### config.mk
export PLATFORM = sky130hd
export DESIGN_NAME = vram_arbiter
export DESIGN_NICKNAME = d
export VERILOG_FILES = /design/src/rtl/vram_arb_pkg.sv /design/src/rtl/vram_arbiter.sv
export SDC_FILE = /design/constraint.sdc
export NUM_CORES = 1
export LEC_CHECK = 0
export BUFFER_PORTS_ARGS = -buffer_cell sky130_fd_sc_hd__buf_2
export CELL_PAD_IN_SITES_DETAIL_PLACEMENT = 2
export CELL_PAD_IN_SITES_GLOBAL_PLACEMENT = 2
export CORE_ASPECT_RATIO = 1.5
export CORE_MARGIN = 4
export CORE_UTILIZATION = 31
export CTS_CLUSTER_DIAMETER = 120
export DETAILED_ROUTE_END_ITERATION = 10
export GPL_TIMING_DRIVEN = 0
export PLACE_DENSITY_LB_ADDON = 0.1
export SYNTH_ARGS = -nofsm -noshare
export SYNTH_HDL_FRONTEND = slang
export SYNTH_SLANG_ARGS = --single-unit
### constraint.sdc
create_clock -name I_clock -period 2.7 [get_ports I_clock]
set_input_delay 0.405 -clock I_clock [delete_from_list [all_inputs] [get_ports I_clock]]
set_output_delay 0.405 -clock I_clock [all_outputs]
set_load 0.1 [all_outputs]
### src/rtl/vram_arb_pkg.sv
// Shared types and default sizes for the single-port work-RAM arbiter.
package vram_arb_pkg;

  typedef enum logic [1:0] {
    GNT_NONE = 2'd0,
    GNT_CPU  = 2'd1,
    GNT_VID  = 2'd2
  } gnt_e;

  localparam int unsigned C_ADDR_BITS = 15;
  localparam int unsigned C_DATA_BITS = 8;
  localparam int unsigned C_MAX_WAIT  = 4;
  localparam int unsigned C_WAIT_BITS = 4;

endpackage

### src/rtl/vram_arbiter.sv
// Arbitrates one single-port synchronous RAM between the CPU bus and the video
// fetch unit: CPU first, unless a pending video read has been deferred too long.
module vram_arbiter
  import vram_arb_pkg::*;
#(
  parameter int unsigned P_addr_bits = C_ADDR_BITS,
  parameter int unsigned P_data_bits = C_DATA_BITS,
  parameter int unsigned P_max_wait  = C_MAX_WAIT
) (
  input  logic                   I_clock,
  input  logic                   I_reset,
  input  logic [P_addr_bits-1:0] I_cpu_addr,
  input  logic                   I_cpu_rden,
  input  logic                   I_cpu_wren,
  input  logic [P_data_bits-1:0] I_cpu_data,
  output logic [P_data_bits-1:0] O_cpu_data,
  output logic                   O_cpu_ready,
  input  logic [P_addr_bits-1:0] I_vid_addr,
  input  logic                   I_vid_rden,
  output logic                   O_vid_busy,
  output logic [P_data_bits-1:0] O_vid_data,
  output logic                   O_vid_valid,
  output logic [P_addr_bits-1:0] O_ram_addr,
  output logic                   O_ram_rden,
  output logic                   O_ram_wren,
  output logic [P_data_bits-1:0] O_ram_data,
  input  logic [P_data_bits-1:0] I_ram_data
);

  localparam logic [C_WAIT_BITS-1:0] L_MAX_WAIT = C_WAIT_BITS'(P_max_wait);

  logic                   w_cpu_req;
  gnt_e                   w_gnt;

  logic                   r_pending;
  logic [P_addr_bits-1:0] r_vid_addr;
  logic [C_WAIT_BITS-1:0] r_wait_cnt;
  logic                   r_vid_valid_p1;
  logic                   r_cpu_rd_p1;
  logic [P_data_bits-1:0] r_vid_hold;
  logic [P_data_bits-1:0] r_cpu_hold;
  logic [P_addr_bits-1:0] r_ram_addr;
  logic [P_data_bits-1:0] r_ram_data;

  assign w_cpu_req = I_cpu_rden | I_cpu_wren;

  // Grant is forced to none while reset is held so the RAM strobes stay low.
  always_comb begin
    w_gnt = GNT_NONE;
    if (!I_reset) begin
      w_gnt = GNT_NONE;
    end else if (r_pending && (!w_cpu_req || (r_wait_cnt == L_MAX_WAIT))) begin
      w_gnt = GNT_VID;
    end else if (w_cpu_req) begin
      w_gnt = GNT_CPU;
    end
  end

  always_comb begin
    O_ram_rden = 1'b0;
    O_ram_wren = 1'b0;
    O_ram_addr = r_ram_addr;
    O_ram_data = r_ram_data;
    case (w_gnt)
      GNT_VID: begin
        O_ram_rden = 1'b1;
        O_ram_addr = r_vid_addr;
      end
      GNT_CPU: begin
        O_ram_rden = ~I_cpu_wren;
        O_ram_wren = I_cpu_wren;
        O_ram_addr = I_cpu_addr;
        O_ram_data = I_cpu_data;
      end
      default: ;
    endcase
  end

  assign O_cpu_ready = ~(w_cpu_req & (w_gnt == GNT_VID));
  assign O_vid_busy  = r_pending;
  assign O_vid_valid = r_vid_valid_p1;
  // Read data passes straight through in the cycle it arrives, then is held.
  assign O_vid_data  = r_vid_valid_p1 ? I_ram_data : r_vid_hold;
  assign O_cpu_data  = r_cpu_rd_p1    ? I_ram_data : r_cpu_hold;

  always_ff @(posedge I_clock or negedge I_reset) begin
    if (!I_reset) begin
      r_pending      <= 1'b0;
      r_vid_addr     <= '0;
      r_wait_cnt     <= '0;
      r_vid_valid_p1 <= 1'b0;
      r_cpu_rd_p1    <= 1'b0;
      r_vid_hold     <= '0;
      r_cpu_hold     <= '0;
      r_ram_addr     <= '0;
      r_ram_data     <= '0;
    end else begin
      if (w_gnt == GNT_VID) begin
        r_pending <= 1'b0;
      end else if (!r_pending && I_vid_rden) begin
        r_pending  <= 1'b1;
        r_vid_addr <= I_vid_addr;
      end

      if (!r_pending || (w_gnt == GNT_VID)) begin
        r_wait_cnt <= '0;
      end else if (r_wait_cnt != L_MAX_WAIT) begin
        r_wait_cnt <= r_wait_cnt + 1'b1;
      end

      // Read-return stage: tag which requester the RAM output belongs to.
      r_vid_valid_p1 <= (w_gnt == GNT_VID);
      r_cpu_rd_p1    <= (w_gnt == GNT_CPU) && !I_cpu_wren;
      if (r_vid_valid_p1) r_vid_hold <= I_ram_data;
      if (r_cpu_rd_p1)    r_cpu_hold <= I_ram_data;

      r_ram_addr <= O_ram_addr;
      r_ram_data <= O_ram_data;
    end
  end

endmodule

==> results of run 1 <==
## sequential cells by signal, indices dropped and copies added (netlist names), 4 cells and up
name and cells:
r_vid_hold 8, r_vid_addr 15, r_wait_cnt 4, r_cpu_hold 8
r_ram_addr 15, r_ram_data 8
## per-stage QoR
| stage | instance area [um^2] | TNS (ns) |
|---|---|---|
| 6_report | 4438 | -3.337 |
| 5_1_grt | 4438 | -6.246 |
| 4_1_cts | 4245 | -0.7200 |
| 3_5_place_dp | 3343 | -19.95 |
| 3_3_place_gp | 3341 | -57.38 |
| 2_1_floorplan | 2739 | 0 |
## layout make-up
| class | instances | area share [%] |
|---|---|---|
| inverters | 3 | 0.2537 |
| repair buffers | 112 | 23.32 |
| flip-flops and latches | 61 | 34.48 |
| clock buffers | 12 | 5.780 |
| multi-input cells | 114 | 28.16 |
| plain buffers | 13 | 4.821 |
| clock inverters | 2 | 0.2255 |
| well taps | 105 | 2.960 |
## worst max-delay path by stage
stage	to	slack, ns	cells past startpoint
floorplan	O_ram_addr[13]	0.0002	10
global placement	O_ram_addr[5]	-1.29	8
detailed placement	O_ram_addr[10]	-0.70	8
CTS	O_ram_data[5]	-0.08	9
global route	O_ram_addr[10]	-0.30	10
finish	O_ram_data[5]	-0.19	9
## repair_timing
action	in CTS	in global routing
setup endpoints to repair	36	36
hold buffers	0	0
pin swaps	23	12
gates cloned	1	2
gates resized for setup	137	24
buffers inserted	7	8
## critical path, cell delays in order (launching register included)
cell and delay (ns):
dfrtp_1 0.37, inv_2 0.06, ha_4 0.17, and3b_2 0.24, o211ai_1 0.24, ha_2 0.25, clkbuf_16 0.17, clkbuf_16 0.16
mux2_4 0.32, buf_12 0.17
## routing by layer
layer | vias to the layer above | GRT usage (%)
li1 | 931 | -
met1 | 1035 | 20.26
met3 | 13 | 5.068
met4 | 0 | 6.549
met2 | 69 | 32.84
met5 | - | 0
## kinds of logic (layout without fill, tap and decap cells)
logic type | count (synthesis) | count (layout) | share of synthesized area, %
buf+inv | 17 | 142 | 3.196
fa+ha+maj | 4 | 4 | 1.967
compound gates | 38 | 38 | 9.735
flops | 61 | 61 | 59.98
xor+xnor | 1 | 1 | 0.3442
mux | 42 | 42 | 18.44
simple gates | 29 | 29 | 6.342
## cells in the final DEF, fill, tap and decap left out, drive strengths merged
| cell | Yosys | layout |
|---|---|---|
| nand3b | 4 | 4 |
| clkbuf | 10 | 22 |
| nor2b | 1 | 1 |
| o211a | 2 | 2 |
| or4b | 1 | 1 |
| clkinv | 0 | 2 |
| a21o | 1 | 1 |
| dfrtp | 61 | 61 |
| nand3 | 1 | 1 |
| xor2 | 1 | 1 |
| and2 | 1 | 1 |
| or3b | 1 | 1 |
| and3b | 1 | 1 |
| a21oi | 1 | 1 |
| a22oi | 15 | 15 |
| o211ai | 1 | 1 |
| buf | 4 | 115 |
| nor3b | 1 | 1 |
| o21ba | 1 | 1 |
| o21ai | 17 | 17 |
| nor2 | 3 | 3 |
| inv | 3 | 3 |
| mux2 | 39 | 39 |
| nand2 | 15 | 15 |
| ha | 4 | 4 |
| mux2i | 3 | 3 |
==> summary.md, run 1 <==
| Metric | Value |
|---|---|
| Status | finished, violations left |
| Failing checks | negative setup slack |
| Post-route insts no fill | 422 |
| Largest net degree at the start of global routing | 65 |
| Setup-failing EPs final | 24 |
| DR WL met2 | 4.910 mm |
| Worst r2r src | r_wait_cnt[1] |
| HP Class | in2async |
| Synth unique cells | 26 |
| Most area-hungry cell type in the Yosys netlist | dfrtp_1 |
| Relative slew slack | 66.82% |
| Synth Instances | 192 |
| Asr flop ratio synth | 100.0% |
| Fin worst setup slack | -0.1948 ns |
| DIE AREA | 9753 um^2 |
| Antenna violations before repair | 0 |
| Cell row count | 40 |
| Core ar. | 8008 um^2 |
| Syn nets | 247 |
| Worst Tran Pin Value | 0.4977 ns |
| Setup WS pre-CTS | -0.7020 ns |
| Reg area | 1530 um^2 |
| Tmin final | 2.895 ns |
| Detailed Route WL | 8.826 mm |
| Antenna-violating nets left | 0 |
| Port bufs | 94 |
| First-pass GRT wire length | 13.15 mm |
| Total track usage | 18.44% |
| Final Hold Violating Endpoints | 0 |
| Setup Skew | 0.004772 ns |
| Initial core utilization | 31.78% |
| Synthesized area | 2545 um^2 |
| Iter 0 DRT Violations | 68 |
| Primary FF master, synth | dfrtp_1 |
| Reg clk slew, reported paths | 0.05 ns |
| Vias in the first global route | 2390 |
| Commonest cells post-synth | 61 x dfrtp_1, 39 x mux2_2, 17 x o21ai_0 |
| Worst hold slack | 0.01613 ns |
| Highest routed layer | met4 |
| Fin crit share | 107.2% |
| Worst-path fanout max | 6 |
| CTS Sinks | 61 |
| Vias/cell | 4.853 |
| Chip height | 119.0 um |
| Fmax | 0.3455 GHz |
| Worst Setup End Kind | output port |
| Root Buffer | clkbuf_16 |
| Number of instances in the placed design | 391 |
| Drt pass-1 iters | 4 |
| Met3 wire length | 547 um |
| WP data arrival | 2.49 ns |
| Yosys top cell area share | 59.98% |
| Clk buf depth | 2 |
| Clock Latency Late Sink | 0.32 ns |
| Post-DR wirelength/cell | 20.91 um |
| Fin. max-slew vios | 0 |
| H-tree levels | 3 |
| Setup CP Type | reg2out |
| R2R Setup Slk | 0.08 ns |
| Synth warn | 0 |
| Req. time, crit path | 2.30 ns |
| Routability Congestion | 0.7262 |
| Worst Reg-to-Reg Cells | 10 |
| FILL cells | 749 |
| RSZ-0062 raised after global routing | yes |
| WL met1 | 3.210 mm |
| Post-synth EDFFs | 0 |
| R2r endpoint | r_vid_addr[6] |
| Final Util | 55.42% |
| Vias | 2048 |
| GR Overflow Total | 0 |
| # DRC | 0 |
| Register area share after synthesis | 59.98% |
| Layout area overhead | 74.39% |
| Footprint of the multi-input gates | 1250 um^2 |
| DP HPWL | 5.078 mm |
| CTS Buf Count | 9 |
| Top Ports | 95 |
| Number of antenna diodes | 0 |
| CTS tree | yes |
| Layout cell share with drive strength beyond 1 | 68.77% |
| Origin of the worst setup path | r_wait_cnt[1] |
| # nets final | 369 |
| Die span in x | 81.98 um |
| Top cells by area, synth | dfrtp_1 60%, mux2_2 17%, a22oi_1 4.4%, o21ai_0 3.3%, nand2_1 2.2% |
| Synthesis-stage register bit count | 61 |
| Worst setup SP type | flip-flop |
| Maxcap violations | 0 |
| Most common cell in the synthesized netlist | dfrtp_1 |
| Syn Area/Cell | 13.25 um^2 |
Power of run 1 is not shown: default switching activity piles up to over one toggle a cycle in this logic, so the estimate is an artifact.
==> run 2, diff against run 1 <==
--- a/constraint.sdc
+++ b/constraint.sdc
@@ -3,2 +3,2 @@
 set_output_delay 0.405 -clock I_clock [all_outputs]
-set_load 0.1 [all_outputs]
+set_load 0.05 [all_outputs]
==> summary.md, run 2 (synthesis results as in run 1) <==
| Metric | Value |
|---|---|
| Status | finished, violations left (unchanged) |
| Failing checks | negative setup slack (unchanged) |
| Clock Latency Late Sink | 0.34 ns (was 0.32 ns) |
| First-pass GRT wire length | 13.42 mm (was 13.15 mm) |
| Worst-path fanout max | 6 (unchanged) |
| Number of instances in the placed design | 391 (unchanged) |
| Final Hold Violating Endpoints | 0 (unchanged) |
| Fmax | 0.3606 GHz (was 0.3455 GHz) |
| HP Class | in2async (unchanged) |
| Worst Tran Pin Value | 0.5430 ns (was 0.4977 ns) |
| CP peak stage delay | 0.36 ns (was 0.37 ns) |
| Fin crit share | 102.7% (was 107.2%) |
| Top delay family on crit path | compound AO/OA/AOI/OAI gates (was buffers and inverters) |
| CTS tree | yes (unchanged) |
| Root Buffer | clkbuf_16 (unchanged) |
| Top Ports | 95 (unchanged) |
| Vias in the first global route | 2460 (was 2390) |
| Final setup TNS | -0.7873 ns (was -3.337 ns) |
| WP buf/inv | 4 (unchanged) |
| Antenna-violating nets left | 0 (unchanged) |
| Commonest non-fill, non-tap cell in the layout | buf_2 (unchanged) |
| GR Overflow Total | 0 (unchanged) |
| WP data arrival | 2.37 ns (was 2.49 ns) |
| Layout area overhead | 67.75% (was 74.39%) |
| Setup-failing EPs final | 22 (was 24) |
| Cell row count | 40 (unchanged) |
| Clk buf depth | 2 (unchanged) |
| CTS Buf Count | 9 (unchanged) |
| Fin worst setup slack | -0.07299 ns (was -0.1948 ns) |
| Routability Congestion | 0.7356 (was 0.7262) |
| Vias/cell | 4.862 (was 4.853) |
| Chip height | 119.0 um (unchanged) |
| Setup CP Type | reg2out (unchanged) |
| H-tree levels | 3 (unchanged) |
| Power per cell area | 1401 nW/um^2 |
| Die span in x | 81.98 um (unchanged) |
| Post-DR wirelength/cell | 20.98 um (was 20.91 um) |
| Worst VDD drop | 0.7700 mV |
| Core ar. | 8008 um^2 (unchanged) |
| DIE AREA | 9753 um^2 (unchanged) |
| Commonest non-fill, non-tap cells in the layout | 68 x buf_2, 61 x dfrtp_1, 31 x mux2_2 (was 67 x buf_2, 60 x dfrtp_1, 31 x mux2_2) |
| Global route hottest layer | met2 (unchanged) |
| Worst Setup End Kind | output port (unchanged) |
| GR met3 Demand/Resource | 5.371% (was 5.068%) |
| Pleak | 1.974 nW |
| Reg clk slew, reported paths | 0.06 ns (was 0.05 ns) |
| Setup Skew | 0.007958 ns (was 0.004772 ns) |
| Post-route insts no fill | 429 (was 422) |
| Largest registers | r_ram_addr: 15 flops, r_vid_addr: 15 flops (unchanged) |
| Maxcap violations | 0 (unchanged) |
| # DRC | 0 (unchanged) |
| DP HPWL | 5.221 mm (was 5.078 mm) |
| Initial core utilization | 31.78% (unchanged) |
| Iter 0 DRT Violations | 71 (was 68) |
| RSZ-0062 raised after global routing | yes (unchanged) |
| Reg area | 1526 um^2 (was 1530 um^2) |
| Met2 usage | 35.27% (was 32.84%) |
| Worst setup SP type | flip-flop (unchanged) |
| CP max stage cell | dfrtp_1 (unchanged) |
| # nets final | 373 (was 369) |
| Antenna violations before repair | 1 (was 0) |
| FILL cells | 774 (was 749) |
| Drt pass-1 iters | 4 (unchanged) |
| Layout cell share with drive strength beyond 1 | 69.97% (was 68.77%) |
| Met1 usage | 19.02% (was 20.26%) |
| Footprint of the multi-input gates | 1232 um^2 (was 1250 um^2) |
| Detailed Route WL | 9.002 mm (was 8.826 mm) |
| Vias | 2086 (was 2048) |
| Fin. max-slew vios | 0 (unchanged) |
| Tmin final | 2.773 ns (was 2.895 ns) |
| Relative slew slack | 63.80% (was 66.82%) |
| Largest net degree at the start of global routing | 65 (unchanged) |
| Req. time, crit path | 2.30 ns (about the same) |
| CTS Sinks | 61 (unchanged) |
| Total power draw | 5.981 mW |
| Total track usage | 19.06% (was 18.44%) |
| Worst-path cell chain | inv_1 > ha_2 > and3b_2 > o211ai_1 > ha_4 > buf_4 > clkbuf_16 > a22oi_2 > o21ai_2 > buf_6 (was inv_2 > ha_4 > and3b_2 > o211ai_1 > ha_2 > clkbuf_16 > clkbuf_16 > mux2_4 > buf_12) |
| Port bufs | 94 (unchanged) |
[run 2: layout make-up]
class / count / share of cell area (%)
Clock inverter: 4 / 0.5276
Multi-Input combinational cell: 114 / 28.87
Inverter: 3 / 0.2638
Tap cell: 105 / 3.077
Timing Repair Buffer: 118 / 21.66
Antenna cell: 1 / 0.05862
Clock buffer: 12 / 6.008
Sequential cell: 61 / 35.76
Buffer: 11 / 3.781
[run 2: report_power, final]
part / total (mW) / internal (mW) / leakage (nW) / switching, mW
registers: 1.56 / 1.34 / 0.748 / 0.225
clock network: 1.09 / 0.666 / 0.138 / 0.421
logic: 3.33 / 1.35 / 1.09 / 1.98
[run 2: worst paths after layout]
path                                from  slack (ns)  cells after the start              to
max reg2reg                r_wait_cnt[1]        0.23                      8  r_vid_addr[12]
max                        r_wait_cnt[1]       -0.07                     10  O_ram_addr[11]
max in group asynchronous        I_reset        2.34                      1   r_ram_addr[8]
min in group I_clock       I_vid_addr[6]        0.30                      2   r_vid_addr[6]
min                              I_reset       0.009                      1   r_cpu_hold[5]
min reg2reg                r_cpu_hold[6]        0.49                      1   r_cpu_hold[6]
[run 2: per-stage QoR]
stage	utilization (%)	setup WS (ns)	instance area, um^2	hold WS [ns]
6_report	53.31	-0.07299	4269	0.009356
5_1_grt	53.31	-0.2311	4269	0.03621
4_1_cts	51.23	-0.08657	4103	0.07567
3_5_place_dp	40.41	-0.8168	3236	0.4592
3_3_place_gp	40.38	-1.331	3233	0.4520
2_1_floorplan	-	-0.02923	2631	0.1094
[run 2: routing by layer]
layer / up-vias / wire length, um
met5: - / 0
met2: 67 / 5244
met3: 14 / 468
met1: 1073 / 3053
li1: 932 / -
met4: 0 / 235
[run 2: repair_timing]
action,CTS,global route
pin swaps,10,4
resized for setup,125,13
setup buffers,10,10
hold buffers,0,0
cloned,3,2
setup endpoints to repair,42,26
Power figures use the tool's default switching activity.
